### src/rtl/axi_burst_writer.sv
// axi_burst_writer: issues one AXI4 INCR write burst per start request.
// The address phase completes before any data. W beats flow from an upstream
// valid/ready stream through a one-entry output register. The B response is
// collected last and reported with done/err pulses.
module axi_burst_writer #(
    parameter int DATA_W    = 32,
    parameter int ADDR_W    = 32,
    parameter int BURST_LEN = 256
) (
    input  logic              clk,
    input  logic              rst,
    input  logic              start,
    input  logic [ADDR_W-1:0] start_addr,
    input  logic [DATA_W-1:0] din,
    input  logic              din_valid,
    output logic              din_ready,
    output logic [ADDR_W-1:0] M_AWADDR,
    output logic [7:0]        M_AWLEN,
    output logic              M_AWVALID,
    input  logic              S_AWREADY,
    output logic [DATA_W-1:0] M_WDATA,
    output logic              M_WLAST,
    output logic              M_WVALID,
    input  logic              S_WREADY,
    input  logic              BVALID,
    input  logic [1:0]        BRESP,
    output logic              BREADY,
    output logic              busy,
    output logic              done,
    output logic              err
);

    localparam int CNT_W = $clog2(BURST_LEN + 1);
    localparam logic [CNT_W-1:0] LEN_C  = CNT_W'(BURST_LEN);
    localparam logic [CNT_W-1:0] LAST_C = CNT_W'(BURST_LEN - 1);
    localparam logic [CNT_W-1:0] ONE_C  = CNT_W'(1);

    typedef enum logic [1:0] {
        ST_IDLE = 2'd0,
        ST_ADDR = 2'd1,
        ST_DATA = 2'd2,
        ST_RESP = 2'd3
    } state_t;

    state_t            state_q, state_d;
    logic [ADDR_W-1:0] awaddr_q, awaddr_d;
    logic              awvalid_q, awvalid_d;
    logic [DATA_W-1:0] wdata_q, wdata_d;
    logic              wvalid_q, wvalid_d;
    logic              wlast_q, wlast_d;
    logic              bready_q, bready_d;
    logic              busy_q, busy_d;
    logic              done_q, done_d;
    logic              err_q, err_d;
    logic [CNT_W-1:0]  loaded_q, loaded_d;
    logic [CNT_W-1:0]  sent_q, sent_d;

    logic din_ready_s;
    logic load_s;
    logic w_hs_s;

    // The output register may refill in the same cycle it drains, so a new
    // beat is accepted whenever the register is empty or being handshaked.
    assign din_ready_s = (state_q == ST_DATA) && (loaded_q < LEN_C) && (!wvalid_q || S_WREADY);
    assign load_s      = din_valid && din_ready_s;
    assign w_hs_s      = wvalid_q && S_WREADY;

    // Next-state and next-output computation for the burst sequencer.
    always_comb begin
        state_d   = state_q;
        awaddr_d  = awaddr_q;
        awvalid_d = awvalid_q;
        wdata_d   = wdata_q;
        wvalid_d  = wvalid_q;
        wlast_d   = wlast_q;
        bready_d  = bready_q;
        busy_d    = busy_q;
        done_d    = 1'b0;
        err_d     = 1'b0;
        loaded_d  = loaded_q;
        sent_d    = sent_q;
        case (state_q)
            ST_IDLE: begin
                if (start) begin
                    awaddr_d  = start_addr;
                    awvalid_d = 1'b1;
                    busy_d    = 1'b1;
                    state_d   = ST_ADDR;
                end else begin
                    state_d = ST_IDLE;
                end
            end
            ST_ADDR: begin
                if (S_AWREADY) begin
                    awvalid_d = 1'b0;
                    loaded_d  = {CNT_W{1'b0}};
                    sent_d    = {CNT_W{1'b0}};
                    state_d   = ST_DATA;
                end else begin
                    state_d = ST_ADDR;
                end
            end
            ST_DATA: begin
                if (load_s) begin
                    wdata_d  = din;
                    wvalid_d = 1'b1;
                    wlast_d  = (loaded_q == LAST_C);
                    loaded_d = loaded_q + ONE_C;
                end else if (w_hs_s) begin
                    wvalid_d = 1'b0;
                    wlast_d  = 1'b0;
                end else begin
                    wvalid_d = wvalid_q;
                end
                if (w_hs_s) begin
                    sent_d = sent_q + ONE_C;
                    if (sent_q == LAST_C) begin
                        bready_d = 1'b1;
                        state_d  = ST_RESP;
                    end else begin
                        state_d = ST_DATA;
                    end
                end else begin
                    state_d = ST_DATA;
                end
            end
            ST_RESP: begin
                if (BVALID) begin
                    done_d   = 1'b1;
                    err_d    = (BRESP != 2'b00);
                    bready_d = 1'b0;
                    busy_d   = 1'b0;
                    state_d  = ST_IDLE;
                end else begin
                    state_d = ST_RESP;
                end
            end
            default: begin
                state_d = ST_IDLE;
            end
        endcase
    end

    // State and registered outputs; reset aborts any burst in flight.
    always_ff @(posedge clk or posedge rst) begin
        if (rst) begin
            state_q   <= ST_IDLE;
            awaddr_q  <= {ADDR_W{1'b0}};
            awvalid_q <= 1'b0;
            wdata_q   <= {DATA_W{1'b0}};
            wvalid_q  <= 1'b0;
            wlast_q   <= 1'b0;
            bready_q  <= 1'b0;
            busy_q    <= 1'b0;
            done_q    <= 1'b0;
            err_q     <= 1'b0;
            loaded_q  <= {CNT_W{1'b0}};
            sent_q    <= {CNT_W{1'b0}};
        end else begin
            state_q   <= state_d;
            awaddr_q  <= awaddr_d;
            awvalid_q <= awvalid_d;
            wdata_q   <= wdata_d;
            wvalid_q  <= wvalid_d;
            wlast_q   <= wlast_d;
            bready_q  <= bready_d;
            busy_q    <= busy_d;
            done_q    <= done_d;
            err_q     <= err_d;
            loaded_q  <= loaded_d;
            sent_q    <= sent_d;
        end
    end

    assign din_ready = din_ready_s;
    assign M_AWADDR  = awaddr_q;
    assign M_AWLEN   = 8'(BURST_LEN - 1);
    assign M_AWVALID = awvalid_q;
    assign M_WDATA   = wdata_q;
    assign M_WLAST   = wlast_q;
    assign M_WVALID  = wvalid_q;
    assign BREADY    = bready_q;
    assign busy      = busy_q;
    assign done      = done_q;
    assign err       = err_q;

endmodule

### config.mk
export PLATFORM = sky130hd
export DESIGN_NAME = axi_burst_writer
export DESIGN_NICKNAME = d
export VERILOG_FILES = /design/src/rtl/axi_burst_writer.sv
export SDC_FILE = /design/constraint.sdc
export NUM_CORES = 1
export LEC_CHECK = 0
export ABC_AREA = 1
export CAP_MARGIN = 25
export CORE_ASPECT_RATIO = 0.7
export CORE_MARGIN = 1.5
export CORE_UTILIZATION = 44
export CTS_CLUSTER_SIZE = 12
export DETAILED_ROUTE_END_ITERATION = 16
export PLACE_DENSITY_LB_ADDON = 0.25
export SETUP_SLACK_MARGIN = 0.5
export SYNTH_ARGS = -nofsm -noshare
export SYNTH_HDL_FRONTEND = slang
export SYNTH_SLANG_ARGS = --single-unit
### constraint.sdc
create_clock -name clk -period 3.5 [get_ports clk]
set_clock_uncertainty 0.2 [all_clocks]
set_input_delay 0.35 -clock clk [delete_from_list [all_inputs] [get_ports clk]]
set_output_delay 0.35 -clock clk [all_outputs]
set_load 0.01 [all_outputs]
Yosys cells after proc, flatten, opt, wreduce, memory -nomap -nowiden

Cells that the tools add are included.

Register bits: 91
Input bits: 73

Reductions and logical operators: 21
Muxes and demuxes: 26
$add $sub $neg: 2
Eq/ne operators: 11
Magnitude comparators: 1

Operators with widths:

| kind                | count |
|---|---|
| $pmux 9 s2          | 2 |
| $mux 9              | 3 |
| $add 9x1->9 const B | 2 |
| $eq 9x8->1 const B  | 2 |
| $mux 1              | 14 |
| $reduce_and 3->1    | 4 |
| $reduce_bool 2->1   | 6 |
| $ne 2x2->1 const B  | 5 |
| $lt 9x9->1 const B  | 1 |
| $pmux 2 s4          | 1 |
| $mux 2              | 3 |
| $pmux 1 s2          | 3 |
| $reduce_and 2->1    | 3 |
| $eq 2x2->1 const B  | 2 |
| $logic_and 1x1->1   | 4 |
| $reduce_and 4->1    | 1 |
| $eq 2x1->1 const B  | 1 |
| $logic_not 2->1     | 1 |
| $ne 2x1->1 const B  | 1 |
| $logic_not 1->1     | 1 |
| $logic_or 1x1->1    | 1 |

Logic depth before layout (Yosys ltp)

Gate-level depths: netlist (run 1).

Depth after elaboration: 6
Depth in mapped cells: 11
Gate-level depth less buffers: 11

Worst setup path after synthesis (run 1)

Ideal clock, no wire load.

Kind: register -> register
Start point: register sent_q[1]
End point: register sent_q[8]
Data required time: 3.217 ns
Slack: 1.857 ns
Data arrival time: 1.360 ns
Clock period less this slack: 1.643 ns
Cell stages (with the launch flop): 12
Library setup time: 0.083 ns
Cells stage by stage: dfrtp_1 > ha_1 > nand2_1 > inv_1 > nand2_1 > nor2_1 > nand2_1 > nor2_1 > ha_1 > nor2_1 > nand2_1 > o21ai_0

Word-level cells in the longest chain between the ends: 3

Ends and longest elaborated chain:

| what                   | line | source |
|---|---|---|
| start, declared        | 56   | `logic [CNT_W-1:0] sent_q, sent_d;` |
| start signal, assigned | 158  | `sent_q <= {CNT_W{1'b0}};` |
| start signal, assigned | 171  | `sent_q <= sent_d;` |
| $add 9x1->9            | 116  | `sent_d = sent_q + ONE_C;` |
| $mux 9                 | 115  | `if (w_hs_s) begin` |
| $pmux 9 s2             | 82   | `case (state_q)` |

No other way between the ends. The select of a mux whose other input is x is not followed.
A chain may end at the register's enable or synchronous reset.

Final worst setup path (run 1)

Start point: register state_q[1]
End point: output din_ready

Word-level cells in the longest chain between the ends: 3

Ends and longest elaborated chain:

| what                            | line | source |
|---|---|---|
| start, declared                 | 45   | `state_t state_q, state_d;` |
| start signal, assigned          | 160  | `state_q <= state_d;` |
| $eq 2x2->1                      | 64   | `assign din_ready_s = (state_q == ST_DATA) && (loaded_q < LEN_C) && (!wvalid_q \|\| S_WREADY);` |
| $logic_and 1x1->1 (2 in series) | 64   |  |
| end, declared                   | 16   | `output logic din_ready,` |

No other way between the ends.

==> results.txt, run 1 <==
Reg-to-Reg Start: state_q[0]$_DFF_PP0_
Setup_tns: 0 ns
Placement Cell Area: 5390 sq um
Number of flops mapped to enable cells by yosys: 0
Net load switching power: 1.45 mW
Ratio of cells with drive above 1 in the final layout: 0.155
Post-synth ARST share: 1.00
Worst-case reg-to-reg path depth: 3
Width of the die: 116 um
Arr. time, crit path: 1.83 ns
Classification of the worst-slack hold path: in -> async
Clk root buf: sky130_fd_sc_hd__clkbuf_16
Number of global-route vias before repair: 2948
Global routing usage on met2: 0.309
Capture point of the worst reg-to-reg path: M_AWADDR[10]$_DFFE_PP0P_
Violated checks: hold timing
Fill count: 728
CP Data Required Time: 2.95 ns
Placement row count: 28
Number of iterations in the first detailed-routing pass: 4
Global-route wire length before repair: 14000 um
Grt total ovfl: 0
Post-detail-place hpwl: 6370 um
Worst slack at placement: 1.08 ns
Slew HR: 0.427
Slack of the worst reg-to-reg path: 1.35 ns
Largest area contributor in the synthesized netlist: sky130_fd_sc_hd__dfrtp_1
Number of clock buffers inserted by TritonCTS: 9
Worst stage delay on the critical path: 0.55 ns
Clk network pwr share: 0.227
Netlist cell types: 27
Total die area: 9520 sq um
Critical Path Start Type: register
Worst-margin pin slew: 0.858 ns
Total area of multi-input combinational cells: 1410 sq um
CTS Hold Buffers Added: 0
Post-detailed-route via-to-cell ratio: 4.63
Pin count of the biggest net entering global routing: 59
Antenna cell count: 0
Clock Latency Late Sink: 0.34 ns
Category of the critical setup timing path: reg -> out
Worst IR Drop VDD: 0.565 mV
Final Critical Period: 2.38 ns
Final Wtd Congestion: 0.848
Final Routed Wirelength: 8960 um
M1 GR Usage: 0.238
Synth Flop Type: sky130_fd_sc_hd__dfrtp_1
Proportion of total power due to net switching: 0.313
Total DRC errors in the routed layout: 0
Worst Path Buf+Inv: 3
Post-CTS Repair Setup Buffers: 0
Logic pwr share: 0.404
Average wire per standard cell: 13.6 um
Global routing met3 resource utilization: 0.0952
Final setup violating endpoints: 0
Post-synthesis to final-layout area growth: 46.3%
Clock Path Buffers: 2
Die extent in y: 82.1 um
Fraction of the yosys area taken by sequential cells: 0.579
Fmax: 420 MHz
Top library cells by usage in the layout, fill and taps aside: sky130_fd_sc_hd__clkdlybuf4s50_1, sky130_fd_sc_hd__nand2_1, sky130_fd_sc_hd__dfrtp_1
Count of yosys warnings during synthesis: 0
Total power consumption of the routed design: 4.64 mW
Critical path cell sequence: inv_2 > nor2_4 > nand3_2 > inv_1 > clkdlybuf4s50_1
Clock tree from TritonCTS: built
Final net count: 609
Cell area after layout: 5750 sq um
Routed Antenna Nets: 0
Count of state elements after synthesis: 91
Core area: 8550 sq um
Aggregate global-route resource usage: 0.195
Peak fanout along the critical path: 5
Max-cap viol count: 0
Top cells by area in the synthesized netlist: sky130_fd_sc_hd__dfrtp_1, sky130_fd_sc_hd__nand2_1, sky130_fd_sc_hd__mux2_2, sky130_fd_sc_hd__nand2_2, sky130_fd_sc_hd__inv_1
Area share of the leading cell type in the synthesized netlist: 0.579
Clock slew at reported path FFs: 0.06 ns
Io pins: 153
Result of the run: finished, violations left
Synthesized area per cell: 10.2 sq um
CP max-delay cell: sky130_fd_sc_hd__clkdlybuf4s50_1
Total via count in the routed design: 3045
Mapped Area: 3930 sq um
Setup WS post-layout: 1.12 ns
Static power due to leakage: 2.70 nW
Internal power: 3.19 mW
Pwr per Cell Area: 807 nW/um^2
Kind of cell adding the most delay to the critical path: buffers and inverters
Setup repair after global routing missed its margin: no
Storage element area: 2280 sq um
Sequential group share of total power: 0.369
CTS H-tree depth: 3
Starting Density: 0.460
Final clock period utilization by the worst path: 0.681
Commonest non-fill, non-tap cell in the layout: sky130_fd_sc_hd__clkdlybuf4s50_1
Critical Path Sink Type: output port
Number of design-rule violations left by the first detailed-router iteration: 163
Max-slew violation count: 0
Gate Count Post-Synth: 384
Number of failing hold endpoints at the final stage: 4
Port buffer count: 144
Initial antenna violation count: 0
Final Hold Slack: -0.00381 ns
Sink Count: 91
Highest-utilization routing layer at the global route stage: met2
Final core utilization: 0.673
Post-cts repair resize count: 0
==> synth_stat cells (2+ instances only) <==
cell type	number
sky130_fd_sc_hd__nand2_1	133
sky130_fd_sc_hd__inv_1	24
sky130_fd_sc_hd__nor3_1	3
sky130_fd_sc_hd__nor2_1	16
sky130_fd_sc_hd__dfrtp_1	91
sky130_fd_sc_hd__a21oi_1	5
sky130_fd_sc_hd__ha_1	4
sky130_fd_sc_hd__mux2_2	32
sky130_fd_sc_hd__buf_4	11
sky130_fd_sc_hd__o21ai_0	9
sky130_fd_sc_hd__nor2_4	3
sky130_fd_sc_hd__nand3_1	10
sky130_fd_sc_hd__nand3_2	2
sky130_fd_sc_hd__nand4_1	2
sky130_fd_sc_hd__nand2_2	22
sky130_fd_sc_hd__buf_6	5
sky130_fd_sc_hd__buf_12	2
==> routing by layer <==
metal  wire length [um]  vias to the layer above  share of wire
met1               3850                     1431           0.43
met2               4060                      118           0.45
met4                 82                        0         0.0092
met3                970                        9           0.11
met5                  0                        -              0
li1                   -                     1487              -
==> layout make-up <==
| class | instances | share of cell area |
|---|---|---|
| clock inverter | 4 | 0.0126 |
| clock buffer | 12 | 0.0446 |
| sequential | 91 | 0.396 |
| tap | 120 | 0.0261 |
| multi-input combinational | 257 | 0.245 |
| inverter | 25 | 0.0165 |
| timing repair buffer | 148 | 0.259 |
==> through the flow <==
stage / cells / hold WS [ns]
3_5_place_dp: 640 / 0.258
4_1_cts: 656 / 0.274
5_1_grt: 657 / 0.00126
6_report: 657 / -0.00381
2_1_floorplan: 391 / 0.261
3_3_place_gp: 640 / 0.253
==> state kept, by name (all words and copies together), names as in the netlist, 2 cells and up <==
name	count
M_AWADDR	32
M_WDATA	32
loaded_q	9
sent_q	9
state_q	2
==> cells by family after synthesis <==
logic type,after synthesis,share of synthesized area
other cells,1,0.000954
simple gates,194,0.217
mux,32,0.0917
xor+xnor,2,0.00446
fa+ha+maj,4,0.0127
compound gates,17,0.0248
buf+inv,43,0.0694
flops,91,0.579
==> worst max path at each step <==
stage,from,to,slack (ns),cells after the start
2_1_floorplan,rst,BREADY$_DFFE_PP0P_,0.59,1
3_3_place_gp,start,M_AWADDR[7]$_DFFE_PP0P_,1.16,3
3_5_place_dp,start,M_AWADDR[10]$_DFFE_PP0P_,1.08,3
4_1_cts,state_q[1]$_DFF_PP0_,din_ready,1.09,5
5_1_grt,state_q[1]$_DFF_PP0_,din_ready,1.03,5
6_report,state_q[1]$_DFF_PP0_,din_ready,1.12,5
==> worst reg2reg max path: stages, from the launching register on <==
cell and delay, ns:
sky130_fd_sc_hd__dfrtp_1 0.44, sky130_fd_sc_hd__inv_1 0.15, sky130_fd_sc_hd__nand3_2 0.68, sky130_fd_sc_hd__mux2_2 0.57
==> power groups by stage <==
stage | clock [mW] | sequential (mW) | combinational (mW)
2_1_floorplan | 0 | 1.88 | 0.753
3_3_place_gp | 0 | 1.71 | 1.84
3_5_place_dp | 0 | 1.73 | 1.89
4_1_cts | 1.08 | 1.72 | 1.90
5_1_grt | 1.13 | 1.77 | 2.05
6_report | 1.06 | 1.71 | 1.87
Power figures use the tool's default switching activity.
==> run 2, diff against run 1 <==
- clock period: 3.5 -> 2.3 ns (I/O delays scaled with it)
==> run 2 against run 1 <==
The run now ends clean. Via count rose by 0.26%. Sequential power rose by 52%. Sequential share of layout area fell by 0.38 points. Core utilization rose by 0.66 points. Clock power rose by 37%. Setup slack got worse by 0.56 ns. Die area did not move. Wire length fell by 0.98%. Register-to-register slack got worse by 0.80 ns. Critical endpoint is now sent_q[8]$_DFFE_PP0P_.
==> results.txt, run 2 (synthesized netlist as in run 1, its figures left out) <==
Pin count of the biggest net entering global routing: 52
Starting Density: 0.460
Final Routed Wirelength: 8870 um
Fill count: 701
Total via count in the routed design: 3053
Worst-case reg-to-reg path depth: 11
Fmax: 573 MHz
Reg-to-Reg Start: sent_q[1]$_DFFE_PP0P_
Grt total ovfl: 0
Post-detail-place hpwl: 6360 um
Ratio of cells with drive above 1 in the final layout: 0.192
Peak fanout along the critical path: 3
Total DRC errors in the routed layout: 0
Most Frequent Cell on Critical Path: sky130_fd_sc_hd__nand2_2
Clk root buf: sky130_fd_sc_hd__clkbuf_16
Port buffer count: 144
Critical Path Start Type: register
Width of the die: 116 um
Final clock period utilization by the worst path: 0.759
Worst stage delay on the critical path: 0.36 ns
Slew HR: 0.583
Max-cap viol count: 0
Pwr per Cell Area: 1200 nW/um^2
Worst IR Drop VDD: 0.619 mV
Critical Path Sink Type: register
Max-slew violation count: 0
Setup_tns: 0 ns
Capture point of the worst reg-to-reg path: sent_q[8]$_DFFE_PP0P_
Number of global-route vias before repair: 3033
CP Data Required Time: 2.35 ns
Final setup violating endpoints: 0
Final Wtd Congestion: 0.777
Classification of the worst-slack hold path: in -> async
Antenna cell count: 0
Io pins: 153
Routed Antenna Nets: 0
Final net count: 619
Post-synthesis to final-layout area growth: 47.7%
Setup repair after global routing missed its margin: yes
Sink Count: 91
Worst-margin pin slew: 0.626 ns
Global-route wire length before repair: 14400 um
Final Critical Period: 1.75 ns
Static power due to leakage: 2.73 nW
Clock Latency Late Sink: 0.33 ns
Commonest non-fill, non-tap cell in the layout: sky130_fd_sc_hd__clkdlybuf4s50_1
Category of the critical setup timing path: reg -> reg
Slack of the worst reg-to-reg path: 0.55 ns
Number of iterations in the first detailed-routing pass: 4
Initial antenna violation count: 0
Clock slew at reported path FFs: 0.06 ns
Critical path cell sequence: ha_2 > nand2_2 > inv_2 > nand2_2 > nor2_4 > nand2_2 > nor2_2 > ha_1 > nor2_2 > nand2_1 > o21ai_1
Number of failing hold endpoints at the final stage: 0
Number of clock buffers inserted by TritonCTS: 9
Aggregate global-route resource usage: 0.197
Post-detailed-route via-to-cell ratio: 4.58
CP max-delay cell: sky130_fd_sc_hd__dfrtp_1
Number of design-rule violations left by the first detailed-router iteration: 142
Core area: 8550 sq um
Worst slack at placement: 0.273 ns
CTS H-tree depth: 3
Setup WS post-layout: 0.554 ns
Arr. time, crit path: 1.80 ns
Clock tree from TritonCTS: built
Clock Path Buffers: 2
Result of the run: finished, final reports clean
Top library cells by usage in the layout, fill and taps aside: sky130_fd_sc_hd__clkdlybuf4s50_1, sky130_fd_sc_hd__nand2_1, sky130_fd_sc_hd__dfrtp_1
Die extent in y: 82.1 um
Total die area: 9520 sq um
Placement row count: 28
Average wire per standard cell: 13.3 um
-- run 2: repair_timing --
action                                  4_1_cts  5_1_grt
pin swaps                                     2        8
gates resized for setup                       3       15
setup buffers                                 5        3
hold buffers                                  0        0
endpoints found under the hold margin         0        0
endpoints found under the setup margin        2       16
-- run 2: layer usage --
| layer | GRT usage | routed length [um] |
|---|---|---|
| met1 | 0.255 | 3990 |
| met2 | 0.309 | 3970 |
| met3 | 0.0738 | 790 |
| met5 | 0 | 0 |
| met4 | 0.0598 | 114 |
-- run 2: how the worst max path moves through the flow --
stage	startpoint	end	slack, ns
after floorplan	sent_q[1]$_DFFE_PP0P_	sent_q[8]$_DFFE_PP0P_	0.66
after global placement	S_WREADY	din_ready	0.29
after CTS	state_q[1]$_DFF_PP0_	din_ready	0.49
after global routing	sent_q[0]$_DFFE_PP0P_	sent_q[8]$_DFFE_PP0P_	0.41
after detailed placement	S_WREADY	din_ready	0.27
final	sent_q[1]$_DFFE_PP0P_	sent_q[8]$_DFFE_PP0P_	0.55
-- run 2: cell type report --
cell class,count,area [sq um],area share
clock buffer,10,229,0.0394
multi-input combinational,257,1450,0.249
sequential,91,2280,0.392
tap,120,150,0.0259
clock inverter,6,66.3,0.0114
inverter,25,97.6,0.0168
timing repair buffer,158,1540,0.265
-- run 2: metrics by stage --
| step | instance area [sq um] | utilization | power (mW) | hold slack [ns] | cells |
|---|---|---|---|---|---|
| after CTS | 5750 | 0.673 | 7.05 | 0.203 | 664 |
| after global routing | 5810 | 0.679 | 7.46 | 0.240 | 667 |
| after detailed placement | 5420 | 0.634 | 5.52 | 0.257 | 643 |
| final | 5810 | 0.679 | 6.99 | 0.189 | 667 |
| after floorplan | 3960 | - | 4.01 | 0.141 | 391 |
| after global placement | 5420 | 0.634 | 5.43 | 0.254 | 643 |
-- run 2: critical path: cells and delay by family, from the launching register on --
kind	cells	cell delay, ns
adder cells (fa/ha/maj)	2	0.44
flip-flops	1	0.36
AO/OA/AOI/OAI	1	0.07
AND/OR/NAND/NOR	7	0.54
buffers and inverters	1	0.05
-- run 2: report_power, final --
group	internal (mW)	switching, mW
clock	0.844	0.602
combinational	1.66	1.29
sequential	2.24	0.356
total	4.74	2.25
==> run 3, diff against run 2 <==
- clock period: 2.3 -> 1.72 ns (I/O delays scaled with it)
==> run 3 against run 2 <==
The flow now finishes with violations (setup timing). Final cell count is 9.6% higher. Fmax decreased by 2.6%. Clock power is 42% higher. Via count up 16%. Non-clock buffer count grew 63. Combinational power is 92% higher. Core utilization rose by 13 points. First-iteration DRC count is 20% lower. Total power up 62%. Cell area is 19% higher. Global-route usage is 4.8 points higher. Flip-flop and latch count is the same. Critical path type unchanged. Largest cell class unchanged. Highest routed layer unchanged.
==> results.txt, run 3 (synthesized netlist as in run 1, its figures left out) <==
Worst stage delay on the critical path: 0.37 ns
Category of the critical setup timing path: reg -> reg
Arr. time, crit path: 1.86 ns
Max-slew violation count: 0
Critical Path Start Type: register
Number of cells in the design after placement: 660
Routed Antenna Nets: 0
Fmax: 558 MHz
Peak fanout along the critical path: 2
Average wire per standard cell: 16.8 um
Fill count: 514
Post-detail-place hpwl: 7160 um
Net load switching power: 3.90 mW
Proportion of total power due to net switching: 0.345
Die extent in y: 82.1 um
Final Wtd Congestion: 0.854
Clock Path Buffers: 2
Result of the run: finished, violations left
Final Critical Period: 1.79 ns
Placement row count: 28
CTS H-tree depth: 3
Internal power: 7.41 mW
Commonest non-fill, non-tap cell in the layout: sky130_fd_sc_hd__nand2_1
Final cell count without fillers: 731
Total DRC errors in the routed layout: 0
Pin count of the biggest net entering global routing: 40
Sink Count: 91
Total area of multi-input combinational cells: 1900 sq um
Ratio of cells with drive above 1 in the final layout: 0.484
Final setup violating endpoints: 2
Total power consumption of the routed design: 11.3 mW
Grt total ovfl: 0
Number of global-route vias before repair: 3581
Setup repair after global routing missed its margin: yes
Aggregate global-route resource usage: 0.245
Number of clock buffers inserted by TritonCTS: 9
Max-cap viol count: 0
Setup WS post-layout: -0.0718 ns
CP max-delay cell: sky130_fd_sc_hd__dfrtp_1
Top library cells by usage in the layout, fill and taps aside: sky130_fd_sc_hd__nand2_1, sky130_fd_sc_hd__dfrtp_1, sky130_fd_sc_hd__clkdlybuf4s50_1
Clock Latency Late Sink: 0.35 ns
Critical path cell sequence: ha_2 > nand2_2 > inv_2 > nand2_2 > nor2_4 > nand2_1 > nor2_1 > ha_1 > nor2_1 > nand2_1 > o21ai_1
Clk network pwr share: 0.182
Post-synthesis to final-layout area growth: 75.9%
Classification of the worst-slack hold path: in -> async
Initial antenna violation count: 0
Total via count in the routed design: 3539
Starting Density: 0.460
Io pins: 153
Port buffer count: 144
Critical Path Sink Type: register
Post-detailed-route via-to-cell ratio: 4.84
Sequential group share of total power: 0.318
Clk root buf: sky130_fd_sc_hd__clkbuf_16
CP Data Required Time: 1.79 ns
Width of the die: 116 um
Final Routed Wirelength: 12300 um
Antenna cell count: 0
Storage element area: 2280 sq um
Final clock period utilization by the worst path: 1.04
Core area: 8550 sq um
Clock tree from TritonCTS: built
Final net count: 683
Number of failing hold endpoints at the final stage: 0
Number of design-rule violations left by the first detailed-router iteration: 114
Global-route wire length before repair: 17600 um
Worst IR Drop VDD: 1.05 mV
Pwr per Cell Area: 1640 nW/um^2
Number of iterations in the first detailed-routing pass: 4
Logic pwr share: 0.500
Static power due to leakage: 3.61 nW
Total die area: 9520 sq um
Clock slew at reported path FFs: 0.07 ns
Violated checks: setup timing
run 3: cell count changes in the layout (fill, tap and decap cells not counted), moves of 12 or more:
cell / previous run / this run
sky130_fd_sc_hd__buf_4: 14 / 42
sky130_fd_sc_hd__nand2_4: 2 / 25
sky130_fd_sc_hd__buf_2: 0 / 40
sky130_fd_sc_hd__buf_6: 0 / 49
sky130_fd_sc_hd__clkdlybuf4s50_1: 143 / 72
sky130_fd_sc_hd__nand2_2: 25 / 40
sky130_fd_sc_hd__mux2_4: 0 / 32
sky130_fd_sc_hd__buf_12: 0 / 12
sky130_fd_sc_hd__nand2_1: 129 / 90
sky130_fd_sc_hd__mux2_2: 32 / 0
run 3: worst paths after layout:
| kind | from | to | slack, ns | depth (start not counted) |
|---|---|---|---|---|
| max in group asynchronous | rst | M_AWADDR[20]$_DFFE_PP0P_ | 0.59 | 3 |
| hold reg to reg | BREADY$_DFFE_PP0P_ | BREADY$_DFFE_PP0P_ | 0.29 | 2 |
| hold / removal | rst | M_AWADDR[16]$_DFFE_PP0P_ | 0.07 | 3 |
| setup / recovery | sent_q[0]$_DFFE_PP0P_ | sent_q[8]$_DFFE_PP0P_ | -0.07 | 11 |
| setup reg to reg | sent_q[0]$_DFFE_PP0P_ | sent_q[8]$_DFFE_PP0P_ | -0.07 | 11 |
| min in group clk | din[0] | M_WDATA[0]$_DFFE_PP0P_ | 0.18 | 3 |
run 3: layout make-up:
cell class / instances / share of cell area
flip-flops and latches: 91 / 0.330
inverters: 25 / 0.0163
clock buffers: 11 / 0.0366
clock inverters: 5 / 0.00869
multi-input cells: 258 / 0.274
repair buffers: 221 / 0.313
well taps: 120 / 0.0217
run 3: what timing repair did:
item	CTS	global route
hold buffers	1	0
setup buffers	34	15
endpoints found under the setup margin	161	162
hold endpoints to repair	4	0
resized for setup	370	97
pin swaps	42	33
cloned	5	0
run 3: worst max-delay path, delay by kind of cell, from the launching register on:
kind                     cells  cell delay [ns]
AO/OA/AOI/OAI                1             0.07
adder cells (fa/ha/maj)      2             0.44
buffers and inverters        1             0.08
flip-flops                   1             0.37
AND/OR/NAND/NOR              7             0.55
run 3: power groups by stage:
stage	sequential [mW]	clock (mW)	combinational (mW)
5_1_grt	3.68	2.17	6.03
4_1_cts	3.50	2.09	4.77
6_report	3.60	2.06	5.65
2_1_floorplan	3.86	0	1.74
3_5_place_dp	3.51	0	4.45
3_3_place_gp	3.47	0	4.34
run 3: layer usage:
metal | routed length (um) | global-route usage | up-vias
met5 | 0 | 0 | -
met4 | 268 | 0.0939 | 0
met3 | 987 | 0.0930 | 24
met2 | 6310 | 0.414 | 144
met1 | 4710 | 0.285 | 1727
li1 | - | - | 1644
run 3: through the flow:
| stage | setup slack [ns] | hold WS (ns) | area [sq um] | utilization | TNS [ns] |
|---|---|---|---|---|---|
| 6_report | -0.0718 | 0.0726 | 6910 | 0.809 | -0.138 |
| 2_1_floorplan | 0.110 | 0.0700 | 4060 | - | 0 |
| 3_5_place_dp | -0.149 | 0.261 | 5750 | 0.673 | -1.51 |
| 5_1_grt | -0.146 | 0.111 | 6910 | 0.809 | -0.937 |
| 4_1_cts | 0.0137 | 0.0786 | 6390 | 0.748 | 0 |
| 3_3_place_gp | -0.150 | 0.254 | 5750 | 0.673 | -1.48 |
